<file path="config.mk">
export PLATFORM = sky130hd
export DESIGN_NAME = cnt_sweep_ctrl
export DESIGN_NICKNAME = d
export VERILOG_FILES = /design/src/rtl/cnt_sweep_ctrl.sv
export SDC_FILE = /design/constraint.sdc
export NUM_CORES = 1
export LEC_CHECK = 0
export BUFFER_PORTS_ARGS = -buffer_cell sky130_fd_sc_hd__buf_2
export CORE_ASPECT_RATIO = 1.25
export CORE_MARGIN = 1.5
export CORE_UTILIZATION = 62
export CTS_BUF_LIST = sky130_fd_sc_hd__clkbuf_16
export CTS_CLUSTER_SIZE = 8
export DETAILED_ROUTE_END_ITERATION = 7
export PLACE_DENSITY = 0.83
export SYNTH_ARGS = -nofsm -noshare
export SYNTH_HDL_FRONTEND = slang
export SYNTH_SLANG_ARGS = --single-unit
</file>
<file path="constraint.sdc">
create_clock -name clk -period 5.7 [get_ports clk]
set_clock_uncertainty 0.1 [all_clocks]
set_input_delay 0.57 -clock clk [delete_from_list [all_inputs] [get_ports clk]]
set_output_delay 0.57 -clock clk [all_outputs]
set_load 0.02 [all_outputs]
</file>
<file path="src/rtl/cnt_sweep_ctrl.sv">
// Sequencer for the shared up/down counter: paces en/dir pulses with a prescaler and
// implements go-to-target, continuous triangle sweep and N-sweep one-shot modes.
module cnt_sweep_ctrl #(
    parameter int unsigned WIDTH   = 8,
    parameter int unsigned PRESC_W = 16,
    parameter int unsigned NSW_W   = 8
) (
    input  logic               clk,
    input  logic               rstn,
    input  logic               start,
    input  logic               stop,
    input  logic [1:0]         mode,
    input  logic [WIDTH-1:0]   lo,
    input  logic [WIDTH-1:0]   hi,
    input  logic [PRESC_W-1:0] presc,
    input  logic [NSW_W-1:0]   n_sweeps,
    input  logic [WIDTH-1:0]   cnt_i,
    output logic               cnt_en,
    output logic               cnt_dir,
    output logic               busy,
    output logic               done,
    output logic               err,
    output logic [NSW_W-1:0]   sweep_cnt
);

    typedef enum logic [1:0] {
        StIdle,
        StAlign,
        StUp,
        StDown
    } state_e;

    localparam logic [1:0] ModeGoto   = 2'd0;
    localparam logic [1:0] ModeSweep  = 2'd1;
    localparam logic [1:0] ModeSweepN = 2'd2;
    localparam logic [1:0] ModeRsvd   = 2'd3;

    state_e             r_state;
    logic [1:0]         r_mode;
    logic [WIDTH-1:0]   r_lo;
    logic [WIDTH-1:0]   r_hi;
    logic [PRESC_W-1:0] r_period;
    logic [NSW_W-1:0]   r_nsw;
    logic [PRESC_W-1:0] r_presc_cnt;
    logic               r_cnt_en;
    logic               r_cnt_dir;
    logic               r_busy;
    logic               r_done;
    logic               r_err;
    logic [NSW_W-1:0]   r_sweep_cnt;

    state_e             w_state_d;
    logic [PRESC_W-1:0] w_presc_cnt_d;
    logic               w_step;
    logic               w_dir;
    logic               w_done_d;
    logic               w_err_d;
    logic [NSW_W-1:0]   w_sweep_cnt_d;
    logic               w_latch;
    logic               w_cfg_err;
    logic               w_tick;
    logic [NSW_W-1:0]   w_sweep_inc;

    assign w_cfg_err = (mode == ModeRsvd)
                     || ((mode == ModeSweep || mode == ModeSweepN) && (lo >= hi))
                     || ((mode == ModeSweepN) && (n_sweeps == '0));

    assign w_tick      = (r_state != StIdle) && (r_presc_cnt == r_period);
    assign w_sweep_inc = (r_sweep_cnt == '1) ? r_sweep_cnt : r_sweep_cnt + NSW_W'(1);

    always_comb begin
        w_state_d     = r_state;
        w_presc_cnt_d = r_presc_cnt;
        w_step        = 1'b0;
        w_dir         = r_cnt_dir;
        w_done_d      = 1'b0;
        w_err_d       = 1'b0;
        w_sweep_cnt_d = r_sweep_cnt;
        w_latch       = 1'b0;

        if (r_state == StIdle) begin
            w_presc_cnt_d = '0;
            // Stop in the same cycle wins over start.
            if (start && !stop) begin
                w_latch       = 1'b1;
                w_sweep_cnt_d = '0;
                if (w_cfg_err) begin
                    w_err_d = 1'b1;
                end else if (mode == ModeGoto) begin
                    w_state_d = StUp;
                end else begin
                    w_state_d = StAlign;
                end
            end
        end else if (stop) begin
            w_state_d     = StIdle;
            w_presc_cnt_d = '0;
        end else begin
            w_presc_cnt_d = w_tick ? '0 : r_presc_cnt + PRESC_W'(1);
            if (w_tick) begin
                if (r_mode == ModeGoto) begin
                    if (cnt_i == r_hi) begin
                        w_done_d  = 1'b1;
                        w_state_d = StIdle;
                    end else begin
                        w_step    = 1'b1;
                        w_dir     = (cnt_i < r_hi);
                        w_state_d = (cnt_i < r_hi) ? StUp : StDown;
                    end
                end else begin
                    unique case (r_state)
                        StAlign: begin
                            w_step = 1'b1;
                            if (cnt_i == r_lo) begin
                                w_state_d = StUp;
                                w_dir     = 1'b1;
                            end else begin
                                w_dir = (cnt_i < r_lo);
                            end
                        end
                        StUp: begin
                            if (cnt_i < r_hi) begin
                                w_step = 1'b1;
                                w_dir  = 1'b1;
                            end else if (cnt_i == r_hi) begin
                                w_step    = 1'b1;
                                w_dir     = 1'b0;
                                w_state_d = StDown;
                            end else begin
                                w_state_d = StAlign;
                            end
                        end
                        StDown: begin
                            if (cnt_i > r_lo) begin
                                w_step = 1'b1;
                                w_dir  = 1'b0;
                            end else if (cnt_i == r_lo) begin
                                w_sweep_cnt_d = w_sweep_inc;
                                if (r_mode == ModeSweepN && w_sweep_inc == r_nsw) begin
                                    w_done_d  = 1'b1;
                                    w_state_d = StIdle;
                                end else begin
                                    w_step    = 1'b1;
                                    w_dir     = 1'b1;
                                    w_state_d = StUp;
                                end
                            end else begin
                                // Below lo only if the counter was disturbed externally.
                                w_state_d = StAlign;
                            end
                        end
                        default: w_state_d = StIdle;
                    endcase
                end
            end
        end
    end

    always_ff @(posedge clk or negedge rstn) begin
        if (!rstn) begin
            r_state     <= StIdle;
            r_presc_cnt <= '0;
            r_cnt_en    <= 1'b0;
            r_cnt_dir   <= 1'b1;
            r_busy      <= 1'b0;
            r_done      <= 1'b0;
            r_err       <= 1'b0;
            r_sweep_cnt <= '0;
        end else begin
            r_state     <= w_state_d;
            r_presc_cnt <= w_presc_cnt_d;
            r_cnt_en    <= w_step;
            r_cnt_dir   <= w_dir;
            r_busy      <= (w_state_d != StIdle);
            r_done      <= w_done_d;
            r_err       <= w_err_d;
            r_sweep_cnt <= w_sweep_cnt_d;
        end
    end

    always_ff @(posedge clk or negedge rstn) begin
        if (!rstn) begin
            r_mode   <= ModeGoto;
            r_lo     <= '0;
            r_hi     <= '0;
            r_period <= PRESC_W'(1);
            r_nsw    <= '0;
        end else if (w_latch) begin
            r_mode   <= mode;
            r_lo     <= lo;
            r_hi     <= hi;
            r_period <= (presc == '0) ? PRESC_W'(1) : presc;
            r_nsw    <= n_sweeps;
        end
    end

    assign cnt_en    = r_cnt_en;
    assign cnt_dir   = r_cnt_dir;
    assign busy      = r_busy;
    assign done      = r_done;
    assign err       = r_err;
    assign sweep_cnt = r_sweep_cnt;

endmodule

</file>
==> results summary, run 1 <==
The number of synthesized flops with an enable pin came out at 0. The simple-gate portion of the synthesized area is 0.189. The worst path meets setup with 2970 ps of slack. The library cells used most frequently in the layout, excluding fill and tap cells, are dfrtp_1 (71), buf_2 (66), nand2_1 (39).

By area the synthesized netlist is led by dfrtp_1 (38%), ha_1 (8.9%), mux2_2 (5.6%). The synthesis warning total is 0. In this run, post-CTS repair resized a total of 0 instances. For the pin with the worst max-slew slack, the measured transition is 984 ps.

The area occupied by multi-input gates is 2580 µm². The post-layout minimum cycle time came out at 2730 ps. For this run the aggregate overflow at the end of global routing stands at 0. The number of register bits inferred by synthesis came out at 73. Adding up every negative setup slack in the final design gives 0 ps. The required time at the worst-slack endpoint came out at 5810 ps. Counting flops with an async set or reset pin after synthesis yields a share of 1.00. The largest net degree at the start of global routing came out at 74. In this run the static leakage power is 0.00240 µW. The part of the total power dissipated in sequential elements is 0.371. The region available for standard cell placement spans 7310 µm².

The HPWL reported at the end of detailed placement is 7840 µm. The net count after synthesis came out at 557. The die covers 8000 µm². The total routed wire length on the met1 layer is 4540 µm. The final hold slack is 320 ps.

The startpoint-to-endpoint class of the critical path is reg2reg. The internal portion of total power is 1400 µW. For this design the top-level I/O count stands at 67. The clock transition at the registers of the reported paths came out at 70 ps. The library cell used most frequently in the layout, excluding fill and tap cells, is dfrtp_1.

The path class of the tightest hold or removal check is in2async. The area share of fa/ha/maj cells after synthesis is 0.0891. The deepest level of the CTS H-tree is 3. The count of input and output buffers is 66.

The detailed router placed 3756 vias in this run. The site row count is 35. The initial utilization of the core area, before any placement, comes to 0.634.

The flow ran to the end, and the final reports show no timing, DRC or antenna violations. The first routing iteration left 127 violations. The clock share of power is 0.246. The register cell area after layout came out at 1830 µm². The number of hold-slack violations in the final timing report came to 0. The highest layer touched by signal routing is met4. The synthesized instance count came out at 470. For this run, the post-layout net count is 620. The number of setup buffers added after CTS is 0.

The total power is 2260 µW. The post-synthesis to final-layout area growth came out at 14.3%. The remaining antenna violation count is 0. The clock latency at the later pin of the worst-skew pair came out at 340 ps. The number of buffers inserted for hold repair after clock tree synthesis is 0.

The maximum net fanout on the critical path came out at 30. In this run the tightest slew margin relative to its limit is 0.342. TritonCTS created 9 clock buffers. The total count of max-transition violations in the final report came out at 0. The average cell area after synthesis came out at 9.86 µm².

Of the available clock period, the critical path in the final layout requires 0.478. The clock tree from TritonCTS is built. The kind of start point of the critical path is a register. The DRC violation count after routing is 0. Across every metal layer, demand over resource in global routing totals 0.289. The share of the synthesized area in compound gates (AO/OA/AOI/OAI) came out at 0.147.

The max-cap check violation count is 0. Dividing the detail-routed via count by the number of cells gives 5.96. Detailed routing placed a total of 5530 µm of wire on met2. The setup-violating endpoint count in the final report is 0.

In this run the clock root is driven by a clkbuf_16. The net load switching power is 855 µW. The switching power share of the total came out at 0.379. Setup repair after global routing left no endpoint under its margin. The post-synthesis share of cell area spent on xor and xnor gates came out at 0.0678. The ratio of total power to cell area is 426 nW/µm². Of the post-synthesis cell area, the part taken by muxes is 0.0645. The sequential share of the synthesized area is 0.395.

The number of antenna violations at the first check in global routing is 0. The wire length per cell is 16.7 µm. From left edge to right edge, the die measures 80.3 µm. Summed over all layers, the routed wires come to 10500 µm.

The number of global-route vias before repair was 3670. The synthesized netlist occupies a cell area of 4630 µm². The antenna diode count is 0. By area, the combinational part of the netlist is dominated by simple AND/OR/NAND/NOR gates. The filler cells instantiated in the layout total 533.

Of the total power, combinational logic draws 0.383. The worst setup path is captured at a register. The pre-CTS setup slack came out at 2930 ps. The routed length on met3 is 345 µm.

In the synthesized netlist the dominant register cell turns out to be dfrtp_1. The biggest area contributor in the post-synthesis netlist is dfrtp_1. The number of detailed-routing iterations run before antenna repair is 4. The worst IR drop on VDD came out at 0.294 mV. The first global-routing pass estimated 17900 µm of wire. Counting along the longest clock path gives a buffer depth of 2. Yosys mapped the design onto 68 distinct sky130hd cell types. The final estimated routing congestion in global placement came out at 0.911.

The die span in y came out at 99.7 µm. The arrival time of the worst setup path is 2840 ps. The clock net in this run drives a total of 73 sinks.

The top achievable clock speed is 367 MHz. The fraction of layout cells with a size suffix above 1 is 0.242. The share of synthesized area in the top cell type comes to 0.383.
-- cell type report --
cell class | count | area share
well taps | 92 | 0.0217
clock inverters | 7 | 0.0118
inverters | 36 | 0.0255
flip-flops and latches | 73 | 0.346
multi-input cells | 345 | 0.488
repair buffers | 68 | 0.0652
clock buffers | 9 | 0.0425
-- cell families (layout without fill, tap and decap cells) --
group	Yosys count	after routing
simple gates	153	153
compound gates	97	97
flops	73	73
buf+inv	52	120
xor+xnor	35	35
fa+ha+maj	33	33
mux	27	27
-- worst paths after layout --
check,from,end,slack (ps),depth (start not counted)
worst max-delay path,r_state[1],r_nsw[7],2970,4
worst min-delay path,rstn,sweep_cnt[4],320,2
worst max register to register,r_state[1],r_nsw[7],2970,4
worst min register to register,r_hi[6],r_hi[6],380,2
max in group asynchronous,rstn,r_presc_cnt[4],4570,2
min in group clk,lo[7],r_lo[7],360,3
-- state kept, by name (all words and copies together) (netlist names), 2 cells and up --
register     cells
r_nsw            8
r_state          2
r_lo             8
r_mode           2
sweep_cnt        8
r_period        16
r_presc_cnt     16
r_hi             8
-- Yosys cell counts (all sizes together) (7+ instances only) --
library cell / n
dfrtp: 71
nor2: 40
nand2: 39
inv: 36
o21ai: 36
ha: 33
xnor2: 28
mux2: 23
a21oi: 13
nand3: 12
nand4: 12
nor3: 10
and3: 9
buf: 9
a31oi: 8
clkbuf: 7
o211ai: 7
xor2: 7
-- metal layers --
layer  vias to the layer above  track usage
met3                        13       0.0367
met4                         0       0.0743
met1                      1842        0.379
li1                       1804            -
met2                        97        0.502
met5                         -            0
-- power groups by stage --
stage	sequential, µW	combinational [µW]	clock (µW)
2_1_floorplan	813	659	0
3_3_place_gp	831	828	0
3_5_place_dp	843	857	0
4_1_cts	836	867	555
5_1_grt	861	969	583
6_report	838	866	554
-- critical path: stages, from the launching register on --
cell and delay, ps:
dfrtp_1 490, inv_1 170, ha_1 570, nand2_1 750, mux2_2 520
-- through the flow --
step | utilization | area, µm² | cells
finish | 0.724 | 5290 | 630
floorplan | - | 4630 | 470
CTS | 0.724 | 5290 | 630
detailed placement | 0.685 | 5010 | 614
global placement | 0.685 | 5010 | 614
global route | 0.724 | 5290 | 630
Note: power is estimated with default switching activity, not from simulation.
==> run 2: changes to the inputs <==
--- a/config.mk
+++ b/config.mk
@@ -8,11 +8,11 @@
 export BUFFER_PORTS_ARGS = -buffer_cell sky130_fd_sc_hd__buf_2
 export CORE_ASPECT_RATIO = 1.25
 export CORE_MARGIN = 1.5
-export CORE_UTILIZATION = 62
+export CORE_UTILIZATION = 52
 export CTS_BUF_LIST = sky130_fd_sc_hd__clkbuf_16
 export CTS_CLUSTER_SIZE = 8
 export DETAILED_ROUTE_END_ITERATION = 7
-export PLACE_DENSITY = 0.83
+export PLACE_DENSITY = 0.73
 export SYNTH_ARGS = -nofsm -noshare
 export SYNTH_HDL_FRONTEND = slang
 export SYNTH_SLANG_ARGS = --single-unit
==> constraint.sdc (replaced) <==
create_clock -name clk -period 2.3 [get_ports clk]
set_clock_uncertainty 0.1 [all_clocks]
set_input_delay 0.23 -clock clk [delete_from_list [all_inputs] [get_ports clk]]
set_output_delay 0.23 -clock clk [all_outputs]
set_load 0.02 [all_outputs]
==> results summary, run 2 (synthesis results as in run 1) <==
The die span in y was 109 µm (+8.9%). Counting stages on the worst path, the most repeated cell is a211oi_2. The number of filler instances in the final layout was 722 (+35%). The maximum net fanout on the critical path came to 5 (-83%). The clock transition at the registers of the reported paths is 60 ps (about the same). The die area came out at 9490 µm² (+19%). The library cell used most frequently in the layout, excluding fill and tap cells, is dfrtp_1. The standard cell core area is 8650 µm² (+18%). met2 is the most crowded layer. The class of the tightest hold or removal check is in2reg. The site row count is 38 (+8.6%). The clock latency at the later pin of the worst-skew pair came to 340 ps (about the same). The largest net degree at the start of global routing came out at 32 (-57%). The average vias per placed instance is 5.64 (-5.4%). The area growth from synthesis to layout is 24.3%.

The via total after detailed routing came out at 3926 (+4.5%). The number of detailed-routing iterations run before antenna repair was 5 (+1). The total count of max-transition violations in the final report is 0 (unchanged). The arrival time of the worst setup path is 2440 ps (-400 ps). The wire length per cell came out at 16.2 µm (-3.0%). The remaining global-route overflow came to 0 (unchanged). The final worst setup slack is -34.8 ps (-3010 ps). The chip width came out at 87.4 µm (+8.8%). The worst max-slew margin expressed relative to the limit is 0.514 (+0.172). The worst IR drop on VDD is 0.621 mV (+110%). In the layout the commonest cells are dfrtp_1 (69), buf_2 (66), nand2_1 (39). The maximum cell stage delay along the critical path is 390 ps (-360 ps). The count of input and output buffers came to 66 (unchanged). The worst setup path is of the reg2reg kind. The flow ran to the end, but the final reports show violations.

The largest registers in the layout are r_period x16, r_presc_cnt x16. The critical path goes through inv_2 > ha_4 > and4b_1 > a211oi_2 > o21ai_2 > a311oi_2 > nor4_2 > a211oi_2 > o211ai_1. The fraction of met3 tracks used by global routing came to 0.0252 (-0.0115). The DRC violation count after routing is 0 (unchanged). The number of primary I/O pins is 67 (unchanged). The final core area utilization came out at 0.665 (-0.0586). The ratio of total power to cell area was 1050 nW/µm² (+150%). The number of hold-slack violations in the final timing report is 0 (unchanged). The global routing met2 resource utilization came out at 0.436 (-0.0659). The max-cap check violation count is 0 (unchanged).

The antenna diode count came out at 0 (unchanged). The fraction of layout cells with a size suffix above 1 is 0.321 (+0.0795). The final period utilization is 1.02 (+0.537). The starting density of the core came out at 0.535 (-0.0981).

The worst setup path is launched from a register. The cell at the root of the clock tree is clkbuf_16. The HPWL reported at the end of detailed placement came out at 8360 µm (+6.7%).

The number of cells after detailed placement came to 671 (+9.3%). The area after detailed placement came out at 5280 µm² (+5.4%). The count of routing violations after the opening detailed-route iteration was 196 (+54%).

Setup repair after global routing could not meet its margin everywhere. The remaining antenna violation count is 0 (unchanged). The final instance count without filler cells was 696 (+10%). The leakage power summed over all cells came out at 0.00259 µW (+8.1%). The total wirelength of the detailed-routed design was 11300 µm (+7.2%). The global-route wire length before repair is 18400 µm (+3.1%).

The number of buffers on the longest clock path is 2 (unchanged). The number of antenna violations at the first check in global routing came to 0 (unchanged). The CTS buffer count is 9 (unchanged). The clock sink total is 73 (unchanged). The setup-violating endpoint count in the final report is 3 (+3).

The transition time of the tightest slew-check pin came out at 729 ps (-255 ps). The total power came out at 6050 µW (+170%). The final net count is 659 (+6.3%).

The number of global-route vias before repair was 3921 (+6.8%). The met1 layer usage reported by global route is 0.319 (-0.0606). The overall fraction of global-route tracks in use is 0.253 (-0.0357). The checks that failed: negative setup slack. The endpoint kind of the worst setup timing path is a register. The required time at the worst-slack endpoint came to 2400 ps (-3410 ps). The slowest stage of the critical path is the dfrtp_1 cell. The deepest level of the CTS H-tree is 3 (unchanged). The top achievable clock speed came out at 428 MHz (+17%).

The post-route cell area is 5760 µm² (+8.7%). The post-layout minimum cycle time came out at 2330 ps (-392 ps). The clock tree from TritonCTS is built. The final estimated routing congestion in global placement is 0.862 (-5.3%).
-- run 2: changes by cell type in the layout (fill, tap and decap cells not counted), moves of 3 or more --
| cell | change |
|---|---|
| ha_1 | -4 |
| inv_1 | -3 |
| ha_4 | +3 |
| buf_4 | +33 |
| buf_6 | +3 |
-- run 2: final timing paths --
check | from | end | slack, ps | cells past startpoint
hold / removal | lo[3] | r_lo[3] | 20 | 3
hold reg to reg | cnt_dir | cnt_dir | 380 | 2
max in group asynchronous | rstn | cnt_dir | 1060 | 3
setup reg to reg | r_hi[2] | busy | -30 | 9
setup / recovery | r_hi[2] | busy | -30 | 9
min in group asynchronous | rstn | r_nsw[2] | 390 | 2
-- run 2: cell type report --
type,count,area (µm²),area share
clock buffer,9,225,0.0391
clock inverter,6,60.1,0.0104
multi-input combinational,346,2700,0.469
tap,120,150,0.0261
inverter,36,135,0.0235
timing repair buffer,106,657,0.114
sequential,73,1830,0.318
-- run 2: repair_timing --
action / CTS / global route
hold buffers: 1 / 0
setup buffers: 1 / 7
pin swaps: 3 / 4
endpoints found under the hold margin: 26 / 0
setup endpoints to repair: 8 / 14
gates cloned: 0 / 1
resized for setup: 8 / 14
-- run 2: routing by layer --
layer	wire length [µm]	up-vias
met1	4770	1916
met5	0	-
met2	5870	99
li1	-	1890
met4	304	0
met3	364	21
-- run 2: per-stage QoR --
step | TNS (ps) | hold slack [ps] | setup slack (ps)
after CTS | -78.2 | 15.7 | -39.0
after floorplan | 0 | -166 | 13.4
final | -70.9 | 24.7 | -34.8
after global placement | -47.0 | 230 | -42.7
after global routing | -513 | 39.9 | -183
after detailed placement | -354 | 232 | -120
-- run 2: critical path, delay by kind of cell, from the launching register on --
kind,cells,cell delay [ps]
and+or+nand+nor,2,320
adders and majority gates,1,200
DFF,1,390
AOI/OAI and AO/OA,5,1120
buffers and inverters,1,70
-- run 2: where the power goes --
group          total (µW)  switching, µW  internal [µW]
registers            2050            334           1720
logic                2630           1430           1210
clock network        1360            537            827
total                6050           2300           3750
